===== config.mk =====
export PLATFORM = sky130hd
export DESIGN_NAME = uart_tx_arbiter
export DESIGN_NICKNAME = d
export VERILOG_FILES = /design/src/rtl/uart_tx_arbiter.sv
export SDC_FILE = /design/constraint.sdc
export NUM_CORES = 1
export LEC_CHECK = 0
export CELL_PAD_IN_SITES_DETAIL_PLACEMENT = 1
export CELL_PAD_IN_SITES_GLOBAL_PLACEMENT = 1
export CORE_MARGIN = 2
export CORE_UTILIZATION = 42
export CTS_BUF_LIST = sky130_fd_sc_hd__clkbuf_8
export DETAILED_ROUTE_END_ITERATION = 10
export HOLD_SLACK_MARGIN = 0.12
export PLACE_DENSITY = 0.94
export SLEW_MARGIN = 20
export SYNTH_ARGS = -nofsm -noshare
export SYNTH_HDL_FRONTEND = slang
export SYNTH_SLANG_ARGS = --single-unit

===== constraint.sdc =====
create_clock -name clk_i -period 3.8 [get_ports clk_i]
set_input_delay 0.76 -clock clk_i [delete_from_list [all_inputs] [get_ports clk_i]]
set_output_delay 0.76 -clock clk_i [all_outputs]
set_load 0.02 [all_outputs]

===== src/rtl/uart_tx_arbiter.sv =====
`default_nettype none
// ============================================================================
// Module      : uart_tx_arbiter
// Description : Shares one UART transmit serializer between two byte
//               requesters. A byte is accepted through a req/gnt handshake,
//               held on tx_data_o, and launched with a one-cycle start pulse.
//               The block then waits for the serializer's frame-done pulse,
//               or gives up after TIMEOUT cycles.
//               Build option UART_ARB_RR_EN selects round-robin arbitration;
//               without it requester 0 has fixed priority over requester 1.
// Revision    : 1.0 - initial release
// ============================================================================
module uart_tx_arbiter #(
    parameter int CLKS_PER_BIT = 10416,
    parameter int FRAME_BITS   = 10,
    parameter int TIMEOUT      = CLKS_PER_BIT * (FRAME_BITS + 2)
) (
    input  logic       clk_i,
    input  logic       rst_i,
    input  logic [1:0] req_i,
    input  logic [7:0] data0_i,
    input  logic [7:0] data1_i,
    output logic [1:0] gnt_o,
    output logic [7:0] tx_data_o,
    output logic       tx_start_o,
    input  logic       tx_busy_i,
    input  logic       tx_done_i,
    output logic       busy_o,
    output logic       src_o,
    output logic       timeout_o
);

    // Timeout counter width is fixed so the default TIMEOUT (124992) fits.
    localparam int                 c_CNT_W    = 17;
    localparam logic [c_CNT_W-1:0] c_CNT_LAST = c_CNT_W'(TIMEOUT - 1);
    localparam logic [c_CNT_W-1:0] c_CNT_MAX  = {c_CNT_W{1'b1}};

    localparam logic [1:0] c_S_IDLE = 2'd0;
    localparam logic [1:0] c_S_LOAD = 2'd1;
    localparam logic [1:0] c_S_SEND = 2'd2;

    logic [1:0]         r_state;
    logic [1:0]         w_state_nxt;
    logic               w_take;
    logic               w_timeout_hit;
    logic               w_win;
    logic [1:0]         r_gnt;
    logic [7:0]         r_data;
    logic               r_start;
    logic               r_busy;
    logic               r_src;
    logic               r_timeout;
    logic [c_CNT_W-1:0] r_cnt;

    // Pick the winning requester; only meaningful when some request is up.
    always_comb begin
        w_win = 1'b0;
`ifdef UART_ARB_RR_EN
        // Both requesting: the one not served last time goes next.
        if (req_i == 2'b11) begin
            w_win = ~r_src;
        end else begin
            w_win = req_i[1];
        end
`else
        // Requester 0 always wins when present.
        w_win = ~req_i[0];
`endif
    end

    // Next-state decision; grants only start from IDLE with the serializer free.
    always_comb begin
        w_state_nxt   = r_state;
        w_take        = 1'b0;
        w_timeout_hit = 1'b0;
        case (r_state)
            c_S_IDLE: begin
                if ((req_i != 2'b00) && !tx_busy_i) begin
                    w_take      = 1'b1;
                    w_state_nxt = c_S_LOAD;
                end
            end
            c_S_LOAD: begin
                w_state_nxt = c_S_SEND;
            end
            c_S_SEND: begin
                // Frame completion beats the timeout when both land together.
                if (tx_done_i) begin
                    w_state_nxt = c_S_IDLE;
                end else if (r_cnt == c_CNT_LAST) begin
                    w_timeout_hit = 1'b1;
                    w_state_nxt   = c_S_IDLE;
                end
            end
            default: begin
                w_state_nxt = c_S_IDLE;
            end
        endcase
    end

    // State register.
    always_ff @(posedge clk_i or posedge rst_i) begin
        if (rst_i) begin
            r_state <= c_S_IDLE;
        end else begin
            r_state <= w_state_nxt;
        end
    end

    // Registered handshake and status pulses.
    always_ff @(posedge clk_i or posedge rst_i) begin
        if (rst_i) begin
            r_gnt     <= 2'b00;
            r_start   <= 1'b0;
            r_busy    <= 1'b0;
            r_timeout <= 1'b0;
        end else begin
            r_gnt     <= w_take ? (w_win ? 2'b10 : 2'b01) : 2'b00;
            r_start   <= (r_state == c_S_LOAD);
            r_busy    <= (w_state_nxt != c_S_IDLE);
            r_timeout <= w_timeout_hit;
        end
    end

    // Capture the winning byte and its source; held until the next grant.
    always_ff @(posedge clk_i or posedge rst_i) begin
        if (rst_i) begin
            r_data <= 8'h00;
            r_src  <= 1'b1;
        end else if (w_take) begin
            r_data <= w_win ? data1_i : data0_i;
            r_src  <= w_win;
        end
    end

    // SEND-phase cycle counter: cleared in LOAD, saturating count in SEND.
    always_ff @(posedge clk_i or posedge rst_i) begin
        if (rst_i) begin
            r_cnt <= '0;
        end else if (r_state == c_S_LOAD) begin
            r_cnt <= '0;
        end else if ((r_state == c_S_SEND) && (r_cnt != c_CNT_MAX)) begin
            r_cnt <= r_cnt + 1'b1;
        end
    end

    assign gnt_o      = r_gnt;
    assign tx_data_o  = r_data;
    assign tx_start_o = r_start;
    assign busy_o     = r_busy;
    assign src_o      = r_src;
    assign timeout_o  = r_timeout;

endmodule
`default_nettype wire

==> results of run 1 <==
routing by layer:
layer	GRT usage	up-vias	wire length, µm
li1	-	607	-
met1	0.2639	663	1562
met2	0.3971	50	2180
met3	0.08681	8	287
met4	0.1011	0	91
met5	0	-	0
worst max-delay path, delay by kind of cell, from the launching register on:
kind                       cells  cell delay [ns]
DFF                            1             0.44
adders and majority gates      2             0.48
and+or+nand+nor                6             1.79
AOI/OAI and AO/OA              1             0.15
per-stage QoR:
stage                       util  setup WS, ns
after floorplan                -         1.303
after global placement    0.5670         1.086
after detailed placement  0.5670        0.8978
after CTS                 0.5923        0.8734
after global routing      0.5923        0.6049
final                     0.5923        0.8522
state kept, by name (all words and copies together) (netlist names):
name,flops
timeout_o,1
gnt_o,2
r_cnt,17
busy_o,1
r_state,2
src_o,1
tx_data_o,8
tx_start_o,1
power breakdown:
part	total [µW]	leakage [µW]	switching, µW	internal [µW]
registers	472	0.000425	54.0	418
clock network	267	0.0000485	126	141
logic	324	0.000392	174	150
final cells by class:
cell class,instances,area share
multi-input combinational,105,0.3340
inverter,3,0.005566
timing repair buffer,37,0.1806
clock buffer,6,0.04082
clock inverter,1,0.001855
tap,46,0.02845
sequential,33,0.4088
worst min-delay path by stage:
| stage | endpoint | slack, ns | depth (start not counted) |
|---|---|---|---|
| 5_1_grt | r_cnt[14]$_DFFE_PP0P_ | 0.55 | 1 |
| 3_3_place_gp | src_o$_DFFE_PP1P_ | 0.49 | 2 |
| 6_report | src_o$_DFFE_PP1P_ | 0.52 | 2 |
| 4_1_cts | src_o$_DFFE_PP1P_ | 0.53 | 2 |
| 2_1_floorplan | r_cnt[15]$_DFFE_PP0P_ | 0.46 | 1 |
| 3_5_place_dp | src_o$_DFFE_PP1P_ | 0.52 | 2 |
Yosys cell counts, types with 3 or more instances:
cell / instances / share of area
a21oi_1: 10 / 0.033
clkbuf_1: 7 / 0.017
dfrtp_1: 32 / 0.52
inv_1: 3 / 0.0073
mux2i_1: 11 / 0.072
nand2_1: 15 / 0.037
nand3_1: 5 / 0.016
nand4_1: 9 / 0.037
nor2_1: 17 / 0.042
nor4_1: 3 / 0.012
o211ai_1: 5 / 0.024
o21ai_0: 6 / 0.020
o31ai_1: 6 / 0.029
cell usage in the layout (no fill, tap or decap):
cell              n
nand2b_1          1
dfrtp_1          32
and3_1            1
ha_1              2
clkbuf_8          6
nand4_4           1
mux2i_1          11
a21oi_1          10
dfstp_2           1
and2_1            2
and4_1            2
o21ai_0           6
nor3b_4           1
nor4_1            2
nand3_1           5
nor2b_1           1
inv_1             4
o211ai_1          5
nand4_1           9
nor4bb_1          1
clkdlybuf4s50_1  35
buf_4             2
mux2_2            1
nor2_1           17
nor4_2            1
nand2_1          15
xor2_1            2
nor3b_1           1
nor4b_1           1
or4_1             1
o31ai_1           6
kinds of logic after synthesis:
logic type | Yosys count | share of synthesized area
xor gates and xnor gates | 2 | 0.01142
DFF | 33 | 0.5392
AOI/OAI and AO/OA | 27 | 0.1060
muxes | 12 | 0.07912
and+or+nand+nor | 62 | 0.2235
buffers and inverters | 10 | 0.02447
adders and majority gates | 2 | 0.01631
==> impl_metrics.toml, run 1 <==
[run_status]
outcome = "complete, no violations"

[routing]
drtAntennaViolNets = 0
routed_via_density = 5.749
vias = 1328
drt-pass1-iter-count = 4
totalWireLength_um = 4121
first_iter_violations = 96
drc = 0
routedWlPerCell_um = 17.84

[floorplan]
rows = 21
die_w_um = 64.44
floorplan.initialDensity = 0.4491
die_h_um = 64.44
coreArea_um2 = 3416
num_io_pins = 36
die-area_um2 = 4152

[clock_network]
cts_resized = 0
cts_tree = "done"
cts_hold_buf = 0
cts_buffers = 5
cts_sinks = 33
htree_levels = 2
cts_root_buffer = "clkbuf_8"
ctsLongestPathBuffers = 2
clk_latency_ns = 0.29
path_clk_slew_ns = 0.07
post-cts-setup-buffers = 0

[timing]
finalSetupViolCount = 0
finalCritPeriodShare = 0.7757
worst_slew_pin_slew_ns = 0.6314
drv_slew = 0
relSlewSlack = 0.5786
rsz0062_at_grt = "no"
hold_slack_ns = 0.5214
finalHoldViolCount = 0
period_minus_slack_ns = 2.948
setup_tns_ns = 0
fmax_mhz = 339.2
finClkSkew_ns = 0.005240

[critical_path]
cp.arrival_ns = 3.16
path_cells = "ha_1, and4_1, nand2_1, nor4_1, ha_1, nor3b_4, nand4_4, or4_1, a21oi_1"
critPathMostFrequentCell = "ha_1"
crit_path_end_kind = "flop"
cpPeakStageDelay_ns = 0.55
r2r_end = "r_cnt[13]$_DFFE_PP0P_"
path_max_fanout = 15
r2r_start = "r_cnt[0]$_DFFE_PP0P_"
r2r_setup_slack_ns = 0.85
reg2regPathDepth = 9
worstPathRequired_ns = 4.02
critPathKind = "reg2reg"
start_kind = "flop"
crit_end = "r_cnt[13]$_DFFE_PP0P_"
crit_start = "r_cnt[0]$_DFFE_PP0P_"
crit_slowest_cell = "nor3b_4"

[global_routing]
antenna_found_initial = 0
grt_pass1_vias = 1453
grt_max_degree = 33
grt_overflow = 0
grt_usage = 0.2340
grt_first_pass_wirelength_um = 7265

[power_and_ir_drop]
ir_drop_mv = 0.3314
cellPowerDensity_nw_per_um2 = 525.2
p_total_uw = 1063
cellLeakagePower_uw = 0.0008654

[finish]
area_growth_pct = 31.89
antenna_cells = 0
multi_input_area_um2 = 675.6
layout.cells.non_filler = 231
fin_nets = 209
final-seq-area_um2 = 827.0
drive_gt1_frac = 0.07027
fillers = 386
design_area_um2 = 2023

[placed_design]
dp.cells = 224
dpl_cell_area_um2 = 1937
gp_congestion = 0.8542
hpwl_um = 3082
io_buffer_count = 35

[logic_synthesis]
ys_seq_area_frac = 0.5392
synth_fp_nets = 172
netlist_area_um2 = 1534
async_flop_share = 1.000
yosysWarnings = 0
syn_area_per_cell_um2 = 10.36
ys_ff_latch = 33
synth.distinct_cells = 28
synth_edf_count = 0
synth_flop_cell = "dfrtp_1"
syn_inst = 148

[job]
max_cap_viol_count = 0

[min_path]
min_path_type = "reg2reg"
hp-start = "src_o$_DFFE_PP1P_"
(Power assumes the default switching activity.)
==> run 2, diff against run 1 <==
- CORE_UTILIZATION: 42 -> 35
- PLACE_DENSITY: 0.94 -> 0.85
- clock period: 3.8 -> 2.4 ns (I/O delays scaled with it)
==> run 2 against run 1 <==
Sequential power grew 56%. Non-clock buffer count rose by 8. Global-route usage decreased by 6.4 points. Utilization is 9.7 points lower. Sequential share of layout area fell by 2.0 points. Critical endpoint is now r_cnt[8]$_DFFE_PP0P_. Critical path type unchanged. Sequential cell count unchanged. Register-to-register slack lost 0.69 ns. Clock power grew 99%. Critical path depth increased by 1.
==> impl_metrics.toml, run 2 (synthesized netlist as in run 1, its figures left out) <==
[routing]
drtAntennaViolNets = 0
drt-pass1-iter-count = 4
wl_met2_um = 1999
wl_met1_um = 1470
drc = 0
vias = 1321
first_iter_violations = 39
routed.top_layer = "met4"
routed_via_density = 5.370
totalWireLength_um = 3813
met3_length_um = 270
routedWlPerCell_um = 15.50

[floorplan]
die_w_um = 70.20
die-area_um2 = 4928
die_h_um = 70.20
floorplan.initialDensity = 0.3572
num_io_pins = 36
rows = 24
coreArea_um2 = 4294

[global_routing]
grt_pass1_vias = 1423
antenna_found_initial = 0
grt_usage = 0.1703
grt_max_degree = 34
grt_overflow = 0
grt_first_pass_wirelength_um = 6575

[placed_design]
io_buffer_count = 35
hpwl_um = 2914
pre_cts_ws_ns = 0.1797
gp_congestion = 0.8252
dp.cells = 238
dpl_cell_area_um2 = 2009

[timing]
setup_tns_ns = 0
drv_slew = 0
worst_slew_pin_slew_ns = 0.5959
finClkSkew_ns = 0.006069
finalCritPeriodShare = 0.9313
fmax_mhz = 447.4
period_minus_slack_ns = 2.235
relSlewSlack = 0.6027
setup_ws_ns = 0.1648
finalSetupViolCount = 0
rsz0062_at_grt = "no"
finalHoldViolCount = 0

[critical_path]
reg2regPathDepth = 10
worstPathRequired_ns = 2.55
crit_path_end_kind = "flop"
cp.arrival_ns = 2.39
start_kind = "flop"
path_max_fanout = 14
critPathKind = "reg2reg"

[power_and_ir_drop]
cellPowerDensity_nw_per_um2 = 855.1
cellLeakagePower_uw = 0.0009135
ir_drop_mv = 0.4583
p_total_uw = 1818

[clock_network]
htree_levels = 2
cts_sinks = 33
cts_tree = "done"
cts_hold_buf = 0
cts_root_buffer = "clkbuf_8"
post-cts-setup-buffers = 0
clk_latency_ns = 0.28
path_clk_slew_ns = 0.07
cts_buffers = 5
cts_resized = 0
ctsLongestPathBuffers = 2

[finish]
fin_nets = 217
fillers = 477
antenna_cells = 0
final_common_cell = "clkdlybuf4s50_1"
design_area_um2 = 2126
mostFrequentLayoutCells = "clkdlybuf4s50_1, dfrtp_1, nor2_1"
largest_reg_flops = 17
largest_register = "r_cnt"
area_growth_pct = 38.58
drive_gt1_frac = 0.1237
layout.cells.non_filler = 246

[job]
max_cap_viol_count = 0

[run_status]
outcome = "complete, no violations"

[min_path]
hold_depth = 2
min_path_type = "reg2reg"
-- run 2: changes by cell type in the layout (fill, tap and decap cells not counted) --
cell / previous run / this run
buf_4: 2 / 10
bufinv_16: 0 / 1
ha_1: 2 / 0
ha_2: 0 / 2
-- run 2: stage by stage --
step / hold WS (ns) / util
after global routing: 0.5376 / 0.4950
after CTS: 0.5111 / 0.4950
final: 0.5105 / 0.4950
after detailed placement: 0.5012 / 0.4679
after global placement: 0.4873 / 0.4679
after floorplan: 0.4632 / -
-- run 2: final cells by class --
type,instances,area [µm²],share of cell area
well taps,52,65.06,0.03061
inverters,3,11.26,0.005297
clock buffers,6,82.58,0.03885
clock inverters,2,33.78,0.01589
multi-input cells,105,680.7,0.3202
repair buffers,45,425.4,0.2001
flip-flops and latches,33,827.0,0.3891
-- run 2: metal layers --
layer | global-route usage | vias to the layer above
li1 | - | 625
met1 | 0.1788 | 646
met2 | 0.3058 | 42
met3 | 0.06782 | 8
met4 | 0.06197 | 0
met5 | 0 | -
-- run 2: critical path, stage by stage (launching register included) --
cell      delay [ns]
dfrtp_1         0.39
ha_2            0.20
and4_1          0.21
nand2_1         0.07
nor4_1          0.05
ha_2            0.21
nor3b_4         0.24
buf_4           0.23
nand2_1         0.15
o211ai_1        0.24
o31ai_1         0.13
-- run 2: worst paths after layout --
kind                                 startpoint                        to  slack, ns
setup / recovery           r_cnt[1]$_DFFE_PP0P_      r_cnt[8]$_DFFE_PP0P_       0.16
hold / removal                src_o$_DFFE_PP1P_         src_o$_DFFE_PP1P_       0.51
setup reg to reg           r_cnt[1]$_DFFE_PP0P_      r_cnt[8]$_DFFE_PP0P_       0.16
hold reg to reg               src_o$_DFFE_PP1P_         src_o$_DFFE_PP1P_       0.51
max in group asynchronous                 rst_i         src_o$_DFFE_PP1P_       1.49
min in group asynchronous                 rst_i  tx_data_o[7]$_DFFE_PP0P_       0.58
-- run 2: power by group --
part / total (µW) / internal, µW / switching (µW)
sequential: 734 / 662 / 71.4
combinational: 554 / 264 / 290
clock: 530 / 334 / 196
total: 1820 / 1260 / 557
==> run 3, diff against run 2 <==
- CELL_PAD_IN_SITES_DETAIL_PLACEMENT: 1 -> 0
==> run 3 against run 2 <==
Setup slack better by 0.048 ns. Count of clock-buffer cells in the layout is 1 lower. Utilization is 0.79 points lower. Sequential power is 0.7% lower. Sequential share of layout area is 0.63 points higher. Combinational power is 2% lower. Die area stayed put.
==> impl_metrics.toml, run 3 (synthesized netlist as in run 1, its figures left out) <==
[run_status]
outcome = "complete, no violations"

[global_routing]
grt_max_degree = 34
grt_first_pass_wirelength_um = 5747
grt_usage = 0.1459
met2_usage = 0.2349
grtUsageMet3 = 0.04762
grt_overflow = 0
antenna_found_initial = 0
grtUsageMet1 = 0.1788
grt-busiest-layer = "met2"
grt_pass1_vias = 1298

[finish]
mostFrequentLayoutCells = "clkdlybuf4s50_1, dfrtp_1, nor2_1"
area_growth_pct = 36.38
largest_reg_flops = 17
antenna_cells = 0
drive_gt1_frac = 0.1237
fin_util = 0.4872
final_common_cell = "clkdlybuf4s50_1"
largest_register = "r_cnt"
fin_nets = 217
layout.cells.non_filler = 246

[placed_design]
pre_cts_ws_ns = 0.2140
dp.cells = 238
io_buffer_count = 35
hpwl_um = 2381
gp_congestion = 0.8252

[floorplan]
num_io_pins = 36
rows = 24
die_h_um = 70.20
coreArea_um2 = 4294
die-area_um2 = 4928
floorplan.initialDensity = 0.3572
die_w_um = 70.20

[min_path]
hp-start = "src_o$_DFFE_PP1P_"
hold_depth = 2
min_path_type = "reg2reg"
worstHoldEndpoint = "src_o$_DFFE_PP1P_"

[routing]
routed_via_density = 5.293
drtAntennaViolNets = 0
totalWireLength_um = 3266
vias = 1302
first_iter_violations = 80
drt-pass1-iter-count = 5
drc = 0
routedWlPerCell_um = 13.28

[clock_network]
cts_sinks = 33
clk_latency_ns = 0.29
ctsLongestPathBuffers = 2
cts_root_buffer = "clkbuf_8"
path_clk_slew_ns = 0.07
cts_buffers = 5
cts_resized = 0
cts_hold_buf = 0
cts_tree = "done"
htree_levels = 2
post-cts-setup-buffers = 0

[timing]
rsz0062_at_grt = "no"
finClkSkew_ns = 0.007642
finalHoldViolCount = 0
fmax_mhz = 457.3
period_minus_slack_ns = 2.187
setup_ws_ns = 0.2132
drv_slew = 0
finalSetupViolCount = 0
worst_slew_pin_slew_ns = 0.5709
finalCritPeriodShare = 0.9112
relSlewSlack = 0.6194

[power_and_ir_drop]
cellLeakagePower_uw = 0.0009000
ir_drop_mv = 0.4761
p_total_uw = 1675
cellPowerDensity_nw_per_um2 = 800.5

[critical_path]
start_kind = "flop"
r2r_start = "r_cnt[1]$_DFFE_PP0P_"
crit_path_end_kind = "flop"
path_max_fanout = 3
critPathKind = "reg2reg"
reg2regPathDepth = 9
worstPathRequired_ns = 2.62
r2r_setup_slack_ns = 0.21
r2r_end = "r_cnt[13]$_DFFE_PP0P_"
cp.arrival_ns = 2.40

[job]
max_cap_viol_count = 0
[run 3: changes by cell type in the layout (fill, tap and decap cells not counted)]
cell / change
clkinv_2: +2
clkbuf_8: -1
bufinv_16: -1
[run 3: worst max path at each step]
| stage | endpoint | slack [ns] | startpoint |
|---|---|---|---|
| floorplan | r_cnt[13]$_DFFE_PP0P_ | -0.04 | r_cnt[1]$_DFFE_PP0P_ |
| global placement | r_cnt[13]$_DFFE_PP0P_ | 0.30 | r_cnt[1]$_DFFE_PP0P_ |
| detailed placement | r_cnt[13]$_DFFE_PP0P_ | 0.21 | r_cnt[1]$_DFFE_PP0P_ |
| CTS | r_cnt[13]$_DFFE_PP0P_ | 0.21 | r_cnt[1]$_DFFE_PP0P_ |
| global route | r_cnt[13]$_DFFE_PP0P_ | 0.13 | r_cnt[1]$_DFFE_PP0P_ |
| finish | r_cnt[13]$_DFFE_PP0P_ | 0.21 | r_cnt[1]$_DFFE_PP0P_ |
[run 3: report_power, final]
| part | leakage [µW] | switching [µW] | total (µW) | internal (µW) |
|---|---|---|---|---|
| combinational | 0.000426 | 279 | 543 | 264 |
| sequential | 0.000425 | 67.0 | 729 | 662 |
| clock | 0.0000491 | 206 | 403 | 197 |
[run 3: final cells by class]
class / count / area (µm²)
repair buffers: 45 / 425.4
clock inverters: 3 / 13.76
flip-flops and latches: 33 / 827.0
fillers: 369 / 2202
multi-input cells: 105 / 680.7
well taps: 52 / 65.06
inverters: 3 / 11.26
clock buffers: 5 / 68.82
[run 3: per-layer routing]
metal | wire (µm) | vias to the layer above
li1 | - | 624
met5 | 0 | -
met2 | 1550 | 52
met4 | 91 | 0
met3 | 241 | 11
met1 | 1383 | 615
[run 3: critical path, cell delays in order, from the launching register on]
cell,delay (ns)
dfrtp_1,0.39
ha_2,0.20
and4_1,0.19
nand2_1,0.06
nor4_1,0.05
ha_2,0.20
nor3b_4,0.26
nand4_4,0.11
or4_1,0.53
a21oi_1,0.13
[run 3: through the flow]
| step | hold WS, ns | area [µm²] | setup TNS (ns) |
|---|---|---|---|
| 2_1_floorplan | 0.4632 | 1540 | -0.03721 |
| 3_3_place_gp | 0.4873 | 2009 | 0 |
| 3_5_place_dp | 0.4970 | 2009 | 0 |
| 4_1_cts | 0.5099 | 2092 | 0 |
| 5_1_grt | 0.5404 | 2092 | 0 |
| 6_report | 0.5076 | 2092 | 0 |
